[config.mk]
export PLATFORM = sky130hd
export DESIGN_NAME = mem_access_unit
export DESIGN_NICKNAME = d
export VERILOG_FILES = /design/src/rtl/mem_access_unit_pkg.sv /design/src/rtl/mem_access_unit_align.sv /design/src/rtl/mem_access_unit.sv
export SDC_FILE = /design/constraint.sdc
export NUM_CORES = 1
export LEC_CHECK = 0
export BUFFER_PORTS_ARGS = -buffer_cell sky130_fd_sc_hd__buf_4
export CORE_ASPECT_RATIO = 0.6
export CORE_UTILIZATION = 44
export DETAILED_ROUTE_END_ITERATION = 6
export GPL_TIMING_DRIVEN = 1
export PLACE_DENSITY = 0.74
export SYNTH_ARGS = -nofsm -noshare
export SYNTH_HDL_FRONTEND = slang
export SYNTH_SLANG_ARGS = --single-unit
[constraint.sdc]
create_clock -name clk -period 2 [get_ports clk]
set_input_delay 0.1 -clock clk [delete_from_list [all_inputs] [get_ports clk]]
set_output_delay 0.1 -clock clk [all_outputs]
set_load 0.01 [all_outputs]
[src/rtl/mem_access_unit_pkg.sv]
// Shared types and constants for mem_access_unit: FSM states, funct3 access
// codes and helpers that decode access size and signedness.
package mem_access_unit_pkg;

    localparam int DEF_XLEN   = 32;
    localparam int DEF_ADDR_W = 32;

    typedef logic [DEF_ADDR_W-1:0] addr_t;
    typedef logic [DEF_XLEN-1:0]   data_t;
    typedef logic [31:0]           instr_t;

    typedef enum logic [1:0] {
        S_IDLE = 2'd0,
        S_REQ  = 2'd1,
        S_RSP  = 2'd2,
        S_DONE = 2'd3
    } mau_state_t;

    localparam logic [2:0] F3_LB  = 3'b000;
    localparam logic [2:0] F3_LH  = 3'b001;
    localparam logic [2:0] F3_LW  = 3'b010;
    localparam logic [2:0] F3_LD  = 3'b011;
    localparam logic [2:0] F3_LBU = 3'b100;
    localparam logic [2:0] F3_LHU = 3'b101;
    localparam logic [2:0] F3_LWU = 3'b110;

    // Access size in bytes; doubles fall back to words on a 32-bit datapath.
    function automatic logic [3:0] f3_size(input logic [2:0] f3, input logic is64);
        logic [3:0] sz;
        case (f3)
            F3_LB, F3_LBU: sz = 4'd1;
            F3_LH, F3_LHU: sz = 4'd2;
            F3_LD:         sz = is64 ? 4'd8 : 4'd4;
            default:       sz = 4'd4;
        endcase
        return sz;
    endfunction

    function automatic logic f3_signed(input logic [2:0] f3);
        logic s;
        case (f3)
            F3_LBU, F3_LHU, F3_LWU: s = 1'b0;
            default:                s = 1'b1;
        endcase
        return s;
    endfunction

endpackage

[src/rtl/mem_access_unit_align.sv]
// load_store_align: combinational store lane/strobe steering, load lane
// extraction with sign/zero extension, and misalignment detection.
module load_store_align
    import mem_access_unit_pkg::*;
#(
    parameter int XLEN = 32,
    localparam int NB = XLEN / 8,
    localparam int OFF_W = $clog2(XLEN / 8)
) (
    input  logic [2:0]       funct3,
    input  logic [OFF_W-1:0] offset,
    input  logic             addr_bit2,
    input  logic [XLEN-1:0]  store_data,
    input  logic [XLEN-1:0]  rdata,
    output logic [XLEN-1:0]  wdata,
    output logic [NB-1:0]    wstrb,
    output logic [XLEN-1:0]  load_data,
    output logic [31:0]      instr_word,
    output logic             misaligned
);

    logic [3:0]              size_s;
    logic                    sign_s;
    logic [OFF_W+2:0]        lane_sh_s;
    logic [6:0]              ext_sh_s;
    logic [NB-1:0]           size_mask_s;
    logic [XLEN-1:0]         lane_s;
    logic [XLEN-1:0]         top_s;
    logic signed [XLEN-1:0]  sext_s;
    logic [XLEN-1:0]         zext_s;
    logic [XLEN-1:0]         ir_lane_s;

    // Lane steering and extension; bytes shifted past the XLEN boundary drop out naturally.
    always_comb begin
        size_s    = f3_size(funct3, XLEN == 64);
        sign_s    = f3_signed(funct3);
        lane_sh_s = {offset, 3'b000};
        ext_sh_s  = 7'(XLEN) - {size_s, 3'b000};
        case (size_s)
            4'd1:    size_mask_s = NB'(1);
            4'd2:    size_mask_s = NB'(3);
            4'd8:    size_mask_s = NB'(255);
            default: size_mask_s = NB'(15);
        endcase
        misaligned = (offset & OFF_W'(size_s - 4'd1)) != {OFF_W{1'b0}};
        wdata      = store_data << lane_sh_s;
        wstrb      = size_mask_s << offset;
        lane_s     = rdata >> lane_sh_s;
        // Push the field to the top, then shift back to extend it.
        top_s      = lane_s << ext_sh_s;
        sext_s     = $signed(top_s) >>> ext_sh_s;
        zext_s     = top_s >> ext_sh_s;
        load_data  = sign_s ? sext_s : zext_s;
        ir_lane_s  = (XLEN == 64 && addr_bit2) ? (rdata >> 6'd32) : rdata;
        instr_word = ir_lane_s[31:0];
    end

endmodule

[src/rtl/mem_access_unit.sv]
// mem_access_unit: multi-cycle IDLE/REQ/RSP/DONE access engine to a unified
// memory. Build option MEM_MISALIGN_TRAP_EN traps misaligned accesses.
module mem_access_unit
    import mem_access_unit_pkg::*;
#(
    parameter int XLEN           = 32,
    parameter int ADDR_W         = 32,
    parameter int TIMEOUT_CYCLES = 255
) (
    input  logic                clk,
    input  logic                reset,
    input  logic                start,
    input  logic                adr_src,
    input  logic [ADDR_W-1:0]   pc,
    input  logic [ADDR_W-1:0]   result_addr,
    input  logic                write_en,
    input  logic                ir_write,
    input  logic [2:0]          funct3,
    input  logic [XLEN-1:0]     write_data,
    output logic [31:0]         instr,
    output logic [XLEN-1:0]     data,
    output logic                busy,
    output logic                done,
    output logic                fault,
    output logic                mem_req_valid,
    input  logic                mem_req_ready,
    output logic [ADDR_W-1:0]   mem_req_addr,
    output logic                mem_req_we,
    output logic [XLEN-1:0]     mem_req_wdata,
    output logic [XLEN/8-1:0]   mem_req_wstrb,
    input  logic                mem_rsp_valid,
    input  logic [XLEN-1:0]     mem_rsp_rdata
);

    localparam int NB    = XLEN / 8;
    localparam int OFF_W = $clog2(NB);
    localparam int CNT_W = (TIMEOUT_CYCLES > 1) ? $clog2(TIMEOUT_CYCLES) : 1;

    mau_state_t         state_r, state_n;
    logic [CNT_W-1:0]   cnt_r, cnt_n;
    logic [OFF_W-1:0]   off_r;
    logic               bit2_r;
    logic               we_r;
    logic               irw_r;
    logic [2:0]         f3_r;
    logic [ADDR_W-1:0]  req_addr_r;
    logic               req_we_r;
    logic [XLEN-1:0]    req_wdata_r;
    logic [NB-1:0]      req_wstrb_r;
    logic               req_valid_r;
    logic               busy_r;
    logic               done_r;
    logic               fault_r;
    logic [XLEN-1:0]    data_r;
    logic [31:0]        instr_r;

    logic               latch_s;
    logic               capture_s;
    logic               fault_n;
    logic [ADDR_W-1:0]  eff_addr_s;
    logic [OFF_W-1:0]   a_off_s;
    logic               a_bit2_s;
    logic [2:0]         a_f3_s;
    logic [XLEN-1:0]    wdata_s;
    logic [NB-1:0]      wstrb_s;
    logic [XLEN-1:0]    load_s;
    logic [31:0]        iword_s;
    logic               misaligned_s;

    // The aligner sees the live inputs in IDLE and the latched access afterwards.
    always_comb begin
        eff_addr_s = adr_src ? result_addr : pc;
        if (state_r == S_IDLE) begin
            a_off_s  = eff_addr_s[OFF_W-1:0];
            a_bit2_s = eff_addr_s[2];
            a_f3_s   = funct3;
        end else begin
            a_off_s  = off_r;
            a_bit2_s = bit2_r;
            a_f3_s   = f3_r;
        end
    end

    load_store_align #(.XLEN(XLEN)) u_align (
        .funct3     (a_f3_s),
        .offset     (a_off_s),
        .addr_bit2  (a_bit2_s),
        .store_data (write_data),
        .rdata      (mem_rsp_rdata),
        .wdata      (wdata_s),
        .wstrb      (wstrb_s),
        .load_data  (load_s),
        .instr_word (iword_s),
        .misaligned (misaligned_s)
    );

`ifndef MEM_MISALIGN_TRAP_EN
    logic unused_misalign_s;
    assign unused_misalign_s = misaligned_s;
`endif

    // Next-state, timeout and capture decisions.
    always_comb begin
        state_n   = state_r;
        cnt_n     = cnt_r;
        latch_s   = 1'b0;
        capture_s = 1'b0;
        fault_n   = 1'b0;
        case (state_r)
            S_IDLE: begin
                cnt_n = {CNT_W{1'b0}};
                if (start) begin
`ifdef MEM_MISALIGN_TRAP_EN
                    if (misaligned_s) begin
                        state_n = S_DONE;
                        fault_n = 1'b1;
                    end else begin
                        latch_s = 1'b1;
                        state_n = S_REQ;
                    end
`else
                    latch_s = 1'b1;
                    state_n = S_REQ;
`endif
                end else begin
                    state_n = S_IDLE;
                end
            end
            S_REQ: begin
                if (mem_req_ready) begin
                    state_n = S_RSP;
                end else begin
                    state_n = S_REQ;
                end
            end
            S_RSP: begin
                if (mem_rsp_valid) begin
                    capture_s = 1'b1;
                    state_n   = S_DONE;
                end else if (TIMEOUT_CYCLES != 0 && cnt_r == CNT_W'(TIMEOUT_CYCLES - 1)) begin
                    fault_n = 1'b1;
                    state_n = S_DONE;
                end else begin
                    cnt_n = cnt_r + 1'b1;
                end
            end
            S_DONE:  state_n = S_IDLE;
            default: state_n = S_IDLE;
        endcase
    end

    // State, counter and status flags, registered from the next state.
    always_ff @(posedge clk) begin
        if (reset) begin
            state_r     <= S_IDLE;
            cnt_r       <= {CNT_W{1'b0}};
            req_valid_r <= 1'b0;
            busy_r      <= 1'b0;
            done_r      <= 1'b0;
            fault_r     <= 1'b0;
        end else begin
            state_r     <= state_n;
            cnt_r       <= cnt_n;
            req_valid_r <= (state_n == S_REQ);
            busy_r      <= (state_n != S_IDLE);
            done_r      <= (state_n == S_DONE);
            fault_r     <= fault_n;
        end
    end

    // Access latch, request fields and result registers.
    always_ff @(posedge clk) begin
        if (reset) begin
            off_r       <= {OFF_W{1'b0}};
            bit2_r      <= 1'b0;
            we_r        <= 1'b0;
            irw_r       <= 1'b0;
            f3_r        <= 3'b000;
            req_addr_r  <= {ADDR_W{1'b0}};
            req_we_r    <= 1'b0;
            req_wdata_r <= {XLEN{1'b0}};
            req_wstrb_r <= {NB{1'b0}};
            data_r      <= {XLEN{1'b0}};
            instr_r     <= 32'h0000_0000;
        end else begin
            if (latch_s) begin
                off_r       <= eff_addr_s[OFF_W-1:0];
                bit2_r      <= eff_addr_s[2];
                we_r        <= write_en;
                irw_r       <= ir_write;
                f3_r        <= funct3;
                req_addr_r  <= {eff_addr_s[ADDR_W-1:OFF_W], {OFF_W{1'b0}}};
                req_we_r    <= write_en;
                req_wdata_r <= write_en ? wdata_s : {XLEN{1'b0}};
                req_wstrb_r <= write_en ? wstrb_s : {NB{1'b0}};
            end
            if (capture_s && !we_r) begin
                data_r <= load_s;
                if (irw_r) begin
                    instr_r <= iword_s;
                end
            end
        end
    end

    assign instr         = instr_r;
    assign data          = data_r;
    assign busy          = busy_r;
    assign done          = done_r;
    assign fault         = fault_r;
    assign mem_req_valid = req_valid_r;
    assign mem_req_addr  = req_addr_r;
    assign mem_req_we    = req_we_r;
    assign mem_req_wdata = req_wdata_r;
    assign mem_req_wstrb = req_wstrb_r;

endmodule

==> flow_summary.json <==
{
  "finalCriticalPeriod_ns": 1.98,
  "arrival_ns": 2.26,
  "avgSynthCellArea_um2": 8.40,
  "diodes": 0,
  "yosysUniqueCellTypes": 55,
  "critPathSlowestCell": "dfxtp_2",
  "drtIter0Drc": 606,
  "syn_to_final_growth_pct": 51.5,
  "clkLatencyLatePin_ns": 0.42,
  "yosysSeqAreaShare": 0.438,
  "cp-start-kind": "flop",
  "fin_cells": 1357,
  "cp.required_ns": 2.27,
  "port_buffers": 273,
  "synth_top_area_cell": "dfxtp_1",
  "dp.cells": 1278,
  "placed_area_um2": 9350,
  "multiInputGateArea_um2": 3610,
  "cts.path.max_buffers": 2,
  "setup_violations": 0,
  "hold_ws_ns": 0.0178,
  "initial_core_util": 0.450,
  "slew_headroom": 0.619,
  "synth.top_cell.area_share": 0.438,
  "dieArea_um2": 16200,
  "cts_sinks": 151,
  "die_height_um": 99.0,
  "maxSlewViolCount": 0,
  "crit_path_max_incr_delay_ns": 0.35,
  "fin_crit_sh": 0.992,
  "worst_pin_slew_ns": 0.572,
  "hpwlAfterDp_mm": 16.5,
  "power.leakage_nw": 4.52,
  "die_x_um": 164,
  "ys.flop_type": "dfxtp_1",
  "max_freq_mhz": 504,
  "cp_cell_sequence": "or2_4, buf_4, mux2i_2, o31a_1, o21ai_2, a31oi_4, buf_12, a211oi_1",
  "cts_max_level": 4,
  "cp-end-kind": "flop",
  "path_class": "reg2reg",
  "final_area_um2": 10500,
  "coreArea_um2": 15300,
  "max_cap_violations": 0,
  "vias": 7214,
  "nFillCells": 1274,
  "regArea_um2": 3020,
  "synth_edf_count": 0,
  "grtUsageTotal": 0.277,
  "root_buffer": "clkbuf_16",
  "yosysWarnings": 0,
  "critPathMaxFanout": 15,
  "syn_area_um2": 6900,
  "cts_tree": "built",
  "route.detailed.drc": 0,
  "placementRows": 35,
  "totalWireLength_mm": 22.8,
  "rsz0062_at_grt": "true",
  "grt_first_pass_wirelength_mm": 35.3,
  "syn_inst": 822,
  "hold_violations": 0,
  "worst_clock_skew_ns": 0.0125,
  "holdCritPathClass": "in2reg",
  "overflow": 0,
  "firstDrtPassIters": 5,
  "antenna_found_initial": 0,
  "outcome": "finished, final reports clean",
  "cts_buffers": 17,
  "fin_nets": 1282,
  "clk_pin_slew_ns": 0.07,
  "ys_ff_latch": 151,
  "vias_per_cell": 5.32,
  "grt_pass1_vias": 6713,
  "ant_nets": 0,
  "num_io_pins": 276,
  "r2r_slack_ns": 0.02,
  "async_flop_share": 0,
  "synth.area.top_cells": "dfxtp_1, mux2i_1, nand2_1",
  "layout-drive-gt1-share": 0.335,
  "place_congestion": 0.910,
  "grt_max_degree": 53,
  "p_per_area_nw_per_um2": 804,
  "vdd_drop_max_mv": 0.519,
  "detail_route.wl_per_cell_um": 16.8
}
-- cells by family after synthesis --
| logic type | share of synthesized area |
|---|---|
| AO/OA/AOI/OAI | 0.204 |
| XOR/XNOR | 0.00761 |
| adder cells (fa/ha/maj) | 0.00362 |
| buffers and inverters | 0.0488 |
| flip-flops | 0.438 |
| multiplexers | 0.105 |
| other | 0.000543 |
| AND/OR/NAND/NOR | 0.192 |
-- critical path, delay by kind of cell (launching register included) --
kind | cells | cell delay, ns
AND/OR/NAND/NOR | 1 | 0.30
flip-flops | 1 | 0.35
buffers and inverters | 2 | 0.35
AO/OA/AOI/OAI | 4 | 0.65
multiplexers | 1 | 0.20
-- worst paths after layout --
kind,startpoint,end,cells past startpoint
setup / recovery,state_r[1]$_SDFF_PP0_,data[19]$_SDFFE_PP0P_,8
hold / removal,mem_rsp_rdata[28],data[28]$_SDFFE_PP0P_,3
setup reg to reg,state_r[1]$_SDFF_PP0_,data[19]$_SDFFE_PP0P_,8
hold reg to reg,instr[26]$_SDFFE_PP0P_,instr[26]$_SDFFE_PP0P_,2
-- power by group --
group / internal (mW) / total (mW) / switching [mW]
Sequential: 3.15 / 3.24 / 0.0864
Clock: 1.89 / 3.31 / 1.42
Combinational: 0.889 / 1.86 / 0.969
Total: 5.93 / 8.41 / 2.48
-- sequential cells by signal, indices dropped and copies added (netlist names), 2 cells and up --
name / flops
cnt_r: 8
data: 32
f3_r: 3
instr: 32
mem_req_addr: 30
mem_req_wdata: 32
mem_req_wstrb: 4
off_r: 2
state_r: 2
-- synthesized netlist by cell type, drive strengths merged (3+ instances only) --
library cell / count
or3: 3
nand2: 163
a32oi: 10
o21ai: 11
a31oi: 3
and2: 3
and3: 3
nand2b: 3
a22oi: 16
mux2i: 70
o2bb2ai: 14
xor2: 4
inv: 5
nor2: 114
o21a: 3
a211oi: 54
nand3: 19
a21o: 8
dfxtp: 151
nor3: 5
nand3b: 3
clkbuf: 40
buf: 27
nand4: 5
a21oi: 61
-- cell type report --
class	instances	share of cell area
multi-input cells	600	0.345
flip-flops and latches	151	0.289
repair buffers	366	0.282
clock buffers	17	0.0407
well taps	203	0.0243
clock inverters	15	0.0170
inverters	5	0.00179
-- metal layers --
metal	wire [um]	track usage
met1	10100	0.374
met2	10100	0.426
met3	2320	0.0901
met4	277	0.0684
met5	0	0
-- through the flow --
stage	utilization	setup TNS [ns]	worst slack (ns)	total power [mW]
after floorplan	-	-0.269	-0.0286	4.24
after global placement	0.610	0	0.0753	5.02
after detailed placement	0.610	0	0.0181	5.04
after CTS	0.679	0	0.0170	8.40
after global routing	0.682	-0.341	-0.0360	8.73
final	0.682	0	0.0158	8.41
-- layout by cell type (no fill, tap or decap), drive strengths merged, types with 8 or more instances in the layout --
cell type	n
a211oi	54
a21o	8
a21oi	61
a22oi	16
a32oi	10
buf	321
clkbuf	17
dfxtp	151
dlygate4sd3	45
inv	15
mux2i	70
nand2	163
nand3	19
nor2	114
o21ai	11
o2bb2ai	14
-- repair_timing --
action / CTS / global route
endpoints found under the setup margin: 0 / 27
hold buffers: 45 / 0
buffers inserted: 0 / 2
endpoints found under the hold margin: 51 / 0
resized for setup: 0 / 10
(Power assumes the default switching activity.)
